### config.mk
export PLATFORM = sky130hd
export DESIGN_NAME = leaf_out_arbiter_flat
export DESIGN_NICKNAME = d
export VERILOG_FILES = /design/src/rtl/leaf_pkg.sv /design/src/rtl/leaf_out_arbiter_if.sv /design/src/rtl/leaf_out_arbiter_rr_pick.sv /design/src/rtl/leaf_out_arbiter.sv /design/src/flat_wrapper.sv
export SDC_FILE = /design/constraint.sdc
export NUM_CORES = 1
export LEC_CHECK = 0
export BUFFER_PORTS_ARGS = -buffer_cell sky130_fd_sc_hd__buf_2
export CAP_MARGIN = 20
export CORE_ASPECT_RATIO = 0.5
export CORE_MARGIN = 5
export CORE_UTILIZATION = 25
export CTS_CLUSTER_DIAMETER = 80
export DETAILED_ROUTE_END_ITERATION = 10
export GPL_ROUTABILITY_DRIVEN = 0
export GPL_TIMING_DRIVEN = 0
export PLACE_DENSITY = 0.58
export SLEW_MARGIN = 20
export SYNTH_ARGS = -nofsm -noshare
export SYNTH_HDL_FRONTEND = slang
export SYNTH_SLANG_ARGS = --single-unit
### constraint.sdc
create_clock -name clk -period 2.1 [get_ports clk]
set_input_delay 0.42 -clock clk [delete_from_list [all_inputs] [get_ports clk]]
set_output_delay 0.42 -clock clk [all_outputs]
set_load 0.05 [all_outputs]
### src/rtl/leaf_pkg.sv
// rtl/leaf_pkg.sv - shared leaf packet field layout and arbiter operation codes
package leaf_pkg;

  localparam int PACKET_BITS   = 97;
  localparam int NUM_LEAF_BITS = 6;
  localparam int NUM_PORT_BITS = 4;

  // Packet field positions, counted down from the valid bit
  localparam int VLD_POS  = PACKET_BITS - 1;
  localparam int LEAF_MSB = VLD_POS - 1;
  localparam int LEAF_LSB = LEAF_MSB - NUM_LEAF_BITS + 1;
  localparam int PORT_MSB = LEAF_LSB - 1;
  localparam int PORT_LSB = PORT_MSB - NUM_PORT_BITS + 1;

  // Port numbering classes: inputs occupy 0..8, outputs start at 9
  localparam int INPUT_PORT_MAX_NUM  = 8;
  localparam int OUTPUT_PORT_MIN_NUM = 9;

  // What the output register does on the coming edge
  typedef enum logic [1:0] {
    OP_IDLE = 2'd0,
    OP_SEND = 2'd1,
    OP_HOLD = 2'd2
  } arb_op_e;

endpackage

### src/rtl/leaf_out_arbiter_if.sv
// rtl/leaf_out_arbiter_if.sv - requester and BFT-side signals of the leaf output arbiter
interface leaf_out_arbiter_if #(
  parameter int PACKET_BITS = 97,
  parameter int NUM_REQ     = 4
);
  logic [NUM_REQ*PACKET_BITS-1:0] req_data;
  logic [NUM_REQ-1:0]             req_valid;
  logic [NUM_REQ-1:0]             req_ready;
  logic [PACKET_BITS-1:0]         dout_leaf_interface2bft;
  logic                           resend;

  // Producers and BFT model side
  modport master (
    output req_data, req_valid, resend,
    input  req_ready, dout_leaf_interface2bft
  );

  // Arbiter side
  modport slave (
    input  req_data, req_valid, resend,
    output req_ready, dout_leaf_interface2bft
  );
endinterface

### src/rtl/leaf_out_arbiter_rr_pick.sv
// rtl/leaf_out_arbiter_rr_pick.sv - combinational cyclic first-one finder with optional priority for index 0
module rr_pick #(
  parameter int NUM_REQ  = 4,
  parameter int IDX_BITS = 2
) (
  input  logic [NUM_REQ-1:0]  req,
  input  logic [IDX_BITS-1:0] start,
  input  logic                prio0,
  output logic [IDX_BITS-1:0] winner,
  output logic                any
);

  // Scan from start upward, wrapping at NUM_REQ-1; the first set bit wins
  always_comb begin
    int  idx;
    logic found;
    winner = '0;
    found  = 1'b0;
    any    = |req;
    for (int k = 0; k < NUM_REQ; k++) begin
      idx = int'(start) + k;
      if (idx >= NUM_REQ) idx = idx - NUM_REQ;
      if (!found && req[idx]) begin
        winner = IDX_BITS'(idx);
        found  = 1'b1;
      end
    end
    if (prio0 && req[0]) winner = '0;
  end

endmodule

### src/rtl/leaf_out_arbiter.sv
// rtl/leaf_out_arbiter.sv - shares the leaf-to-BFT output register among several packet sources
module leaf_out_arbiter
  import leaf_pkg::*;
#(
  parameter int PACKET_BITS    = 97,
  parameter int NUM_REQ        = 4,
  parameter int REQ_IDX_BITS   = 2,
  parameter int PRIO0          = 0,
  parameter int RETRY_LIMIT    = 255,
  parameter int STALL_CNT_BITS = 16
) (
  input  logic                      clk,
  input  logic                      reset,
  leaf_out_arbiter_if.slave         bus,
  output logic                      busy,
  output logic [REQ_IDX_BITS-1:0]   grant_idx,
  output logic [STALL_CNT_BITS-1:0] stall_cycles,
  output logic                      retry_timeout
);

  localparam int HR_BITS = $clog2(RETRY_LIMIT + 1);

  logic [PACKET_BITS-1:0]  dout_q;
  logic [PACKET_BITS-1:0]  sel_pkt;
  logic [REQ_IDX_BITS-1:0] rr_ptr;
  logic [REQ_IDX_BITS-1:0] winner;
  logic [HR_BITS-1:0]      hold_run;
  logic [NUM_REQ-1:0]      ready;
  logic                    any_req;
  logic                    out_vld;
  logic                    hold;
  logic                    load_en;
  arb_op_e                 op;

  assign out_vld = dout_q[PACKET_BITS-1];
  assign busy    = out_vld;
  // resend only matters when there is something on dout to re-drive
  assign hold    = out_vld & bus.resend;
  assign load_en = !hold;

  assign bus.dout_leaf_interface2bft = dout_q;
  assign bus.req_ready               = ready;

  rr_pick #(
    .NUM_REQ  (NUM_REQ),
    .IDX_BITS (REQ_IDX_BITS)
  ) u_pick (
    .req    (bus.req_valid),
    .start  (rr_ptr),
    .prio0  (PRIO0 != 0),
    .winner (winner),
    .any    (any_req)
  );

  assign sel_pkt = bus.req_data[int'(winner)*PACKET_BITS +: PACKET_BITS];

  // Classify the coming edge as hold, send or idle
  always_comb begin
    op = OP_IDLE;
    if (hold)         op = OP_HOLD;
    else if (any_req) op = OP_SEND;
  end

  // Accept the winner whenever the output register is free to load
  always_comb begin
    ready = '0;
    if (!reset && op == OP_SEND) ready[winner] = 1'b1;
  end

  // Output register, round-robin pointer and stall/timeout bookkeeping
  always_ff @(posedge clk) begin
    if (reset) begin
      dout_q        <= '0;
      grant_idx     <= '0;
      rr_ptr        <= '0;
      stall_cycles  <= '0;
      hold_run      <= '0;
      retry_timeout <= 1'b0;
    end else begin
      case (op)
        OP_HOLD: begin
          if (stall_cycles != '1) stall_cycles <= stall_cycles + 1'b1;
          if (int'(hold_run) + 1 == RETRY_LIMIT) retry_timeout <= 1'b1;
          if (hold_run != HR_BITS'(RETRY_LIMIT)) hold_run <= hold_run + 1'b1;
        end
        OP_SEND: begin
          dout_q    <= {1'b1, sel_pkt[PACKET_BITS-2:0]};
          grant_idx <= winner;
          rr_ptr    <= (int'(winner) == NUM_REQ - 1) ? '0 : winner + 1'b1;
          hold_run  <= '0;
        end
        default: begin
          dout_q   <= '0;
          hold_run <= '0;
        end
      endcase
    end
  end

endmodule

### src/flat_wrapper.sv
// flat-port wrapper written by rule: the top's interface ports become plain ports
module leaf_out_arbiter_flat import leaf_pkg::*;
#(
  parameter int PACKET_BITS    = 97,
  parameter int NUM_REQ        = 4,
  parameter int REQ_IDX_BITS   = 2,
  parameter int PRIO0          = 0,
  parameter int RETRY_LIMIT    = 255,
  parameter int STALL_CNT_BITS = 16
)
  (clk, reset, busy, grant_idx, stall_cycles, retry_timeout, bus_req_data, bus_req_valid, bus_resend, bus_req_ready, bus_dout_leaf_interface2bft);
  leaf_out_arbiter_if #(.PACKET_BITS(PACKET_BITS), .NUM_REQ(NUM_REQ)) bus_i ();
  input  logic clk;
  input  logic reset;
  output logic busy;
  output logic [REQ_IDX_BITS-1:0] grant_idx;
  output logic [STALL_CNT_BITS-1:0] stall_cycles;
  output logic retry_timeout;
  input wire logic [$bits(bus_i.req_data)-1:0] bus_req_data;
  input wire logic [$bits(bus_i.req_valid)-1:0] bus_req_valid;
  input wire logic [$bits(bus_i.resend)-1:0] bus_resend;
  output wire logic [$bits(bus_i.req_ready)-1:0] bus_req_ready;
  output wire logic [$bits(bus_i.dout_leaf_interface2bft)-1:0] bus_dout_leaf_interface2bft;
  assign bus_i.req_data = bus_req_data;
  assign bus_i.req_valid = bus_req_valid;
  assign bus_i.resend = bus_resend;
  assign bus_req_ready = bus_i.req_ready;
  assign bus_dout_leaf_interface2bft = bus_i.dout_leaf_interface2bft;
  leaf_out_arbiter #(.PACKET_BITS(PACKET_BITS), .NUM_REQ(NUM_REQ), .REQ_IDX_BITS(REQ_IDX_BITS), .PRIO0(PRIO0), .RETRY_LIMIT(RETRY_LIMIT), .STALL_CNT_BITS(STALL_CNT_BITS)) u_core (.clk(clk), .reset(reset), .bus(bus_i), .busy(busy), .grant_idx(grant_idx), .stall_cycles(stall_cycles), .retry_timeout(retry_timeout));
endmodule
== After elaboration in Yosys (flattened, before gate mapping) ==
Index checks and enable logic that the tools add are counted.
Word-level totals
  bits in registers: 126
  input port bits: 395
  word-level logic and storage cells: 80
Operators by class
  $add $sub $neg: 11
  multipliers: 1
  $lt $le $gt $ge: 10
  equality and inequality tests: 6
  shift operators: 1
  mux-type cells: 30
  bitwise operators: 2
  reductions and logical operators: 13
Operators with widths (count)
  indexed part select 388 x 32 -> 96 bit: 1
  case mux 97 bit (2 select lines): 1
  less-than comparator 32 x 4 -> 1 bit, second input constant: 4
  2-to-1 mux 32 bit: 4
  == test 32 x 9 -> 1 bit, second input constant: 1
  adder 16 x 1 -> 16 bit, second input constant: 1
  != test 16 bit, second input constant: 1
  2-to-1 mux 1 bit: 13
  2-to-1 mux 2 bit: 6
  subtractor 3 x 3 -> 4 bit, second input constant: 3
  adder 8 x 1 -> 9 bit, second input constant: 1
  greater-or-equal comparator 3 bit, second input constant: 3
  multiplier 2 x 7 -> 9 bit, second input constant: 1
  adder 8 x 1 -> 8 bit, second input constant: 1
  binary-select mux 1 bit (select 2 bit): 4
  != test 8 bit, second input constant: 1
  adder 2 x 2 -> 3 bit, second input constant: 2
  logical AND 1 bit: 5
  == test 2 x 1 -> 1 bit, second input constant: 2
  zero test 1 bit: 4
  2-to-1 mux 4 bit: 1
  AND reduction 2 bit: 2
  OR reduction 4 bit: 1
  subtractor 2 x 3 -> 4 bit, second input constant: 1
  other kinds (10): 10

== Longest topological paths before layout ==
  depth in word-level cells: 20
  gate-level depth with buffers: 8
  mapped depth without buffers: 7

== Cells and area by module ==
A second synthesis with hierarchy kept.
Second synthesis, totals
  cell total of the unflattened synthesis: 527
  area total of the unflattened synthesis: 6816.5 µm²
By module, submodules not included
  leaf_out_arbiter: times used 1, cells an instance 506, area an instance 6695.2 µm², seq. area each 2522.4 µm²
  rr_pick: times used 1, cells an instance 21, area an instance 121.4 µm², seq. area each 0.0 µm²

== Worst setup path before layout ==
No wires, ideal clock.
  kind: in2out
  start point: input port bus_req_valid[2]
  end point: output port bus_req_ready[3]
  arrival time: 2.089 ns
  data required time: 1.680 ns
  setup slack: -0.409 ns
  stages: 7
  cells stage by stage: nor2b_1 or4b_4 nand2_2 buf_6 buf_4 ha_1 and2_1
On the way
  word-level cells in the longest chain between the ends: 18
  elaborated cells between the ends (all ways): 36
  classes of those cells: order compare (2); eq/ne (1); mux (24); reduce/logical (9)
Ends and longest elaborated chain
  start, declared: RTL line flat_wrapper.sv:20  | input wire logic [$bits(bus_i.req_valid)-1:0] bus_req_valid;
  binary-select mux 1 bit (select 2 bit): RTL line leaf_out_arbiter_rr_pick.sv:23  | if (!found && req[idx]) begin
  2-to-1 mux 1 bit (implied by the code) (2 in series): RTL line leaf_out_arbiter_rr_pick.sv:23
  2-to-1 mux 1 bit: RTL line leaf_out_arbiter_rr_pick.sv:23
  zero test 1 bit: RTL line leaf_out_arbiter_rr_pick.sv:23
  logical AND 1 bit: RTL line leaf_out_arbiter_rr_pick.sv:23
  2-to-1 mux 1 bit: RTL line leaf_out_arbiter_rr_pick.sv:23
  zero test 1 bit: RTL line leaf_out_arbiter_rr_pick.sv:23
  logical AND 1 bit: RTL line leaf_out_arbiter_rr_pick.sv:23
  (+2 left out)
  logical AND 1 bit: RTL line leaf_out_arbiter_rr_pick.sv:23
  2-to-1 mux 2 bit (*): RTL line leaf_out_arbiter_rr_pick.sv:23
  via u_core.u_pick.winner[0]: RTL line leaf_out_arbiter_rr_pick.sv:9  | output logic [IDX_BITS-1:0] winner,
  less-than comparator 2 x 3 -> 1 bit (implied by the code) / greater-or-equal comparator 2 x 1 -> 1 bit (equally long branches): RTL line leaf_out_arbiter.sv:67  | if (!reset && op == OP_SEND) ready[winner] = 1'b1;
  logical AND 1 bit (implied by the code): RTL line leaf_out_arbiter.sv:67
  2-to-1 mux 1 bit (implied by the code): RTL line leaf_out_arbiter.sv:67
  demux 1 bit (select 2 bit) (*)
  2-to-1 mux 4 bit (*): RTL line leaf_out_arbiter.sv:67
  end, declared: RTL line flat_wrapper.sv:22  | output wire logic [$bits(bus_i.req_ready)-1:0] bus_req_ready;
The timed path passes the listed nets; every way through them passes the cells marked *. The select of a mux whose other input is x is not followed.

== Final worst setup path ==
  start point: register u_core.rr_ptr[1]
  end point: output port bus_req_ready[0]
On the way
  word-level cells in the longest chain between the ends: 20
  elaborated cells between the ends (all ways): 46
  classes of those cells: add/sub (7); order compare (6); mux (26); reduce/logical (7)
Ends and longest elaborated chain
  start, declared: RTL line leaf_out_arbiter.sv:25  | logic [REQ_IDX_BITS-1:0] rr_ptr;
  start signal, assigned: RTL line leaf_out_arbiter.sv:89  | rr_ptr <= (int'(winner) == NUM_REQ - 1) ? '0 : winner + 1'b1;
  parallel branches: the longest is 14 deep, another holds subtractor 3 x 3 -> 4 bit
  2-to-1 mux 2 bit (*): RTL line leaf_out_arbiter_rr_pick.sv:23
  less-than comparator 2 x 3 -> 1 bit (implied by the code) / greater-or-equal comparator 2 x 1 -> 1 bit (equally long branches): RTL line leaf_out_arbiter.sv:67
  logical AND 1 bit (implied by the code): RTL line leaf_out_arbiter.sv:67
  2-to-1 mux 1 bit (implied by the code): RTL line leaf_out_arbiter.sv:67
  demux 1 bit (select 2 bit) (*)
  2-to-1 mux 4 bit (*): RTL line leaf_out_arbiter.sv:67
Every way passes the cells marked *. The select of a mux whose other input is x is not followed.

==> metrics.md <==
| Metric | Value |
|---|---|
| Status | `finished, violations left` |
| Violated checks | `setup timing` |
| GRT Total Usage | `22.9%` |
| M1 wire length | `19.4 mm` |
| R2R cell count | `8` |
| R2r setup slk | `-0.16 ns` |
| Cell area after synthesis | `0.00845 mm^2` |
| Tcrit/Tclk final | `117%` |
| Slew headroom | `48.7%` |
| Power Density | `911 mW/mm^2` |
| Met2 wire length | `22.6 mm` |
| CP startpoint kind | `register` |
| Mapped Cells | `964` |
| DR vias | `10100` |
| Drc violations | `0` |
| Worst-margin pin slew | `0.769 ns` |
| Die Y | `140 um` |
| Layout area overhead | `50.7%` |
| Worst-path clk slew | `0.07 ns` |
| Seq cells post-synth | `126` |
| FMAX | `408 MHz` |
| CTS Hold Bufs | `0` |
| CTS tree | `done` |
| Via count of the first global-routing pass | `9768` |
| Pre-CTS setup slack | `-0.784 ns` |
| Worst Path Max Fanout | `5` |
| Ranking of synthesized cells by area | `dfxtp_1 30%, a211oi_2 15%, and3_1 14%` |
| Startpoint of the worst hold path | `bus_req_data[121]` |
| Met3 WL | `3.16 mm` |
| Critical path arrival | `2.03 ns` |
| Sequential share of the synthesized area | `29.9%` |
| Post-DP HPWL | `36.8 mm` |
| Core Area | `0.0332 mm^2` |
| Via density | `5.13` |
| Iter 0 DRT Violations | `758` |
| Final Cell Area | `0.0127 mm^2` |
| EDFF count, synth | `0` |
| Crit end category | `output port` |
| First-pass GRT wire length | `65.1 mm` |
| Syn Area/Cell | `8.76 um^2` |
| Setup TNS | `-2.05 ns` |
| H-tree depth | `4` |
| Largest net degree at the start of global routing | `17` |
| Final count of hold timing violations | `0` |
| R2R Path End | `u_core.bus.dout_leaf_interface2bft[22]` |
| Rows | `47` |
| Skew-Pair Late Insertion Delay | `0.44 ns` |
| Port bufs | `510` |
| Placed cell area | `0.0116 mm^2` |
| Synth area leader | `dfxtp_1` |
| Syn Nets | `1366` |
| Clock Tree Root | `clkbuf_16` |
| Area of the die | `0.0378 mm^2` |
| Final setup vio count | `12` |
| WL/cell | `23.5 um` |
| Fin nets | `1904` |
| Die width | `270 um` |
| Placed Cells | `1915` |
| Worst hold path cell count | `3` |
| Top Metal Used | `met5` |
| Tmin final | `2.45 ns` |
| Layout Skew | `0.0128 ns` |
| Initial Util | `25.5%` |
| RR Startpoint | `u_core.rr_ptr[0]` |
| Clk sinks | `126` |
| Post-synth top area share | `29.9%` |
| Top FF cell, synth | `dfxtp_1` |
| Congestion Overflow GR | `0` |
| Kind of critical path | `register to output port` |
| Yosys cell types | `45` |
| Total iterations of the first detailed-routing run | `5` |
| TritonCTS buffer count | `17` |
| RSZ-0062 raised after global routing | `yes` |
| Final setup margin | `-0.350 ns` |
| Min-Delay Path Class | `input pin to register` |
| Ys async rst share | `0%` |
| Max Cap Violations | `0` |
| Worst vdd ir | `0.466 mV` |
| Routed WL | `46.2 mm` |
| Slew Viols, Final | `0` |
| Leak | `5.93 nW` |
| Cell Count, Final, Fillers Out | `1965` |
| Syn. warnings | `0` |
| Min-Delay Endpoint | `u_core.bus.dout_leaf_interface2bft[24]` |
| Layout cells sized above 1 | `52.7%` |
| Detail Route Antenna Nets | `0` |
| # IOs | `516` |
| Worst EP required | `1.68 ns` |
| Initial antenna violation count | `10` |
| Fin Hold WS | `0.288 ns` |
| Clock Path Buffers | `2` |
==> through the flow <==
step | util (%) | total power, mW
6_report | 38.4 | 11.6
3_5_place_dp | 35.0 | 8.21
3_3_place_gp | 35.0 | 8.20
4_1_cts | 37.9 | 11.5
5_1_grt | 38.4 | 12.1
2_1_floorplan | - | 6.51
==> per-layer routing <==
layer	up-vias	global-route usage [%]
met1	4890	29.4
met4	2	7.04
met2	363	38.1
met3	60	5.88
li1	4756	-
met5	-	0
==> cell usage in the layout, fill, tap and decap left out, types with 17 or more instances in the layout <==
cell,netlist,routed
a211oi_1,80,57
a211oi_2,101,121
and3_1,188,185
buf_2,14,519
buf_6,30,37
clkbuf_1,50,18
clkbuf_16,0,17
clkbuf_2,0,22
dfxtp_1,126,124
nand2_1,113,113
nor2_1,32,31
o31ai_1,78,78
==> registers in the layout, summed over array words and instances (netlist names) <==
signal and cells:
u_core.bus.dout_leaf_interface2bft 97, u_core.stall_cycles 16, u_core.hold_run 8, u_core.grant_idx 2
u_core.rr_ptr 2, u_core.retry_timeout 1
==> critical path, cell delays in order (launching register included) <==
cell,delay [ns]
dfxtp_2,0.34
or4_4,0.55
nand2_4,0.13
buf_12,0.13
inv_12,0.04
ha_4,0.14
and2_4,0.13
buf_8,0.14
==> synthesized netlist by cell type, types with 14 or more instances <==
cell type,n
a211oi_1,80
a211oi_2,101
and3_1,188
buf_2,14
buf_6,30
clkbuf_1,50
dfxtp_1,126
nand2_1,113
nor2_1,32
o211ai_1,14
o31ai_1,78
==> logic make-up after synthesis <==
logic type	share of synthesized area [%]
muxes	1.07
and+or+nand+nor	23.6
adders and majority gates	1.04
DFF	29.9
buffers and inverters	8.21
xor gates and xnor gates	2.07
AOI/OAI and AO/OA	34.2
==> where the power goes <==
group,switching [mW],leakage [nW],internal (mW)
logic,3.70,4.61,1.93
clock network,1.27,0.280,1.75
registers,0.194,1.04,2.76
==> worst max path at each step <==
| stage | end | cells after the start | slack, ns | from |
|---|---|---|---|---|
| floorplan | bus_req_ready[3] | 7 | -0.14 | bus_req_valid[0] |
| global placement | bus_req_ready[0] | 9 | -0.74 | bus_req_valid[2] |
| detailed placement | u_core.bus.dout_leaf_interface2bft[81] | 6 | -0.78 | reset |
| CTS | bus_req_ready[0] | 8 | -0.42 | u_core.rr_ptr[0] |
| global route | bus_req_ready[0] | 8 | -0.41 | u_core.rr_ptr[0] |
| finish | bus_req_ready[0] | 7 | -0.35 | u_core.rr_ptr[1] |
==> cell type report <==
cell class	instances	area (um^2)
multi-input combinational	724	5480
buffer	107	856
tap	441	552
timing repair buffer	520	2690
sequential	126	2520
fill	3519	20400
inverter	6	35.0
clock buffer	18	429
antenna	9	22.5
clock inverter	14	144
==> repair_timing <==
action / CTS / global route
pin swaps: 13 / 16
setup endpoints to repair: 102 / 103
cloned: 1 / 0
resized for setup: 89 / 99
setup buffers: 8 / 1
Power figures use the tool's default switching activity.
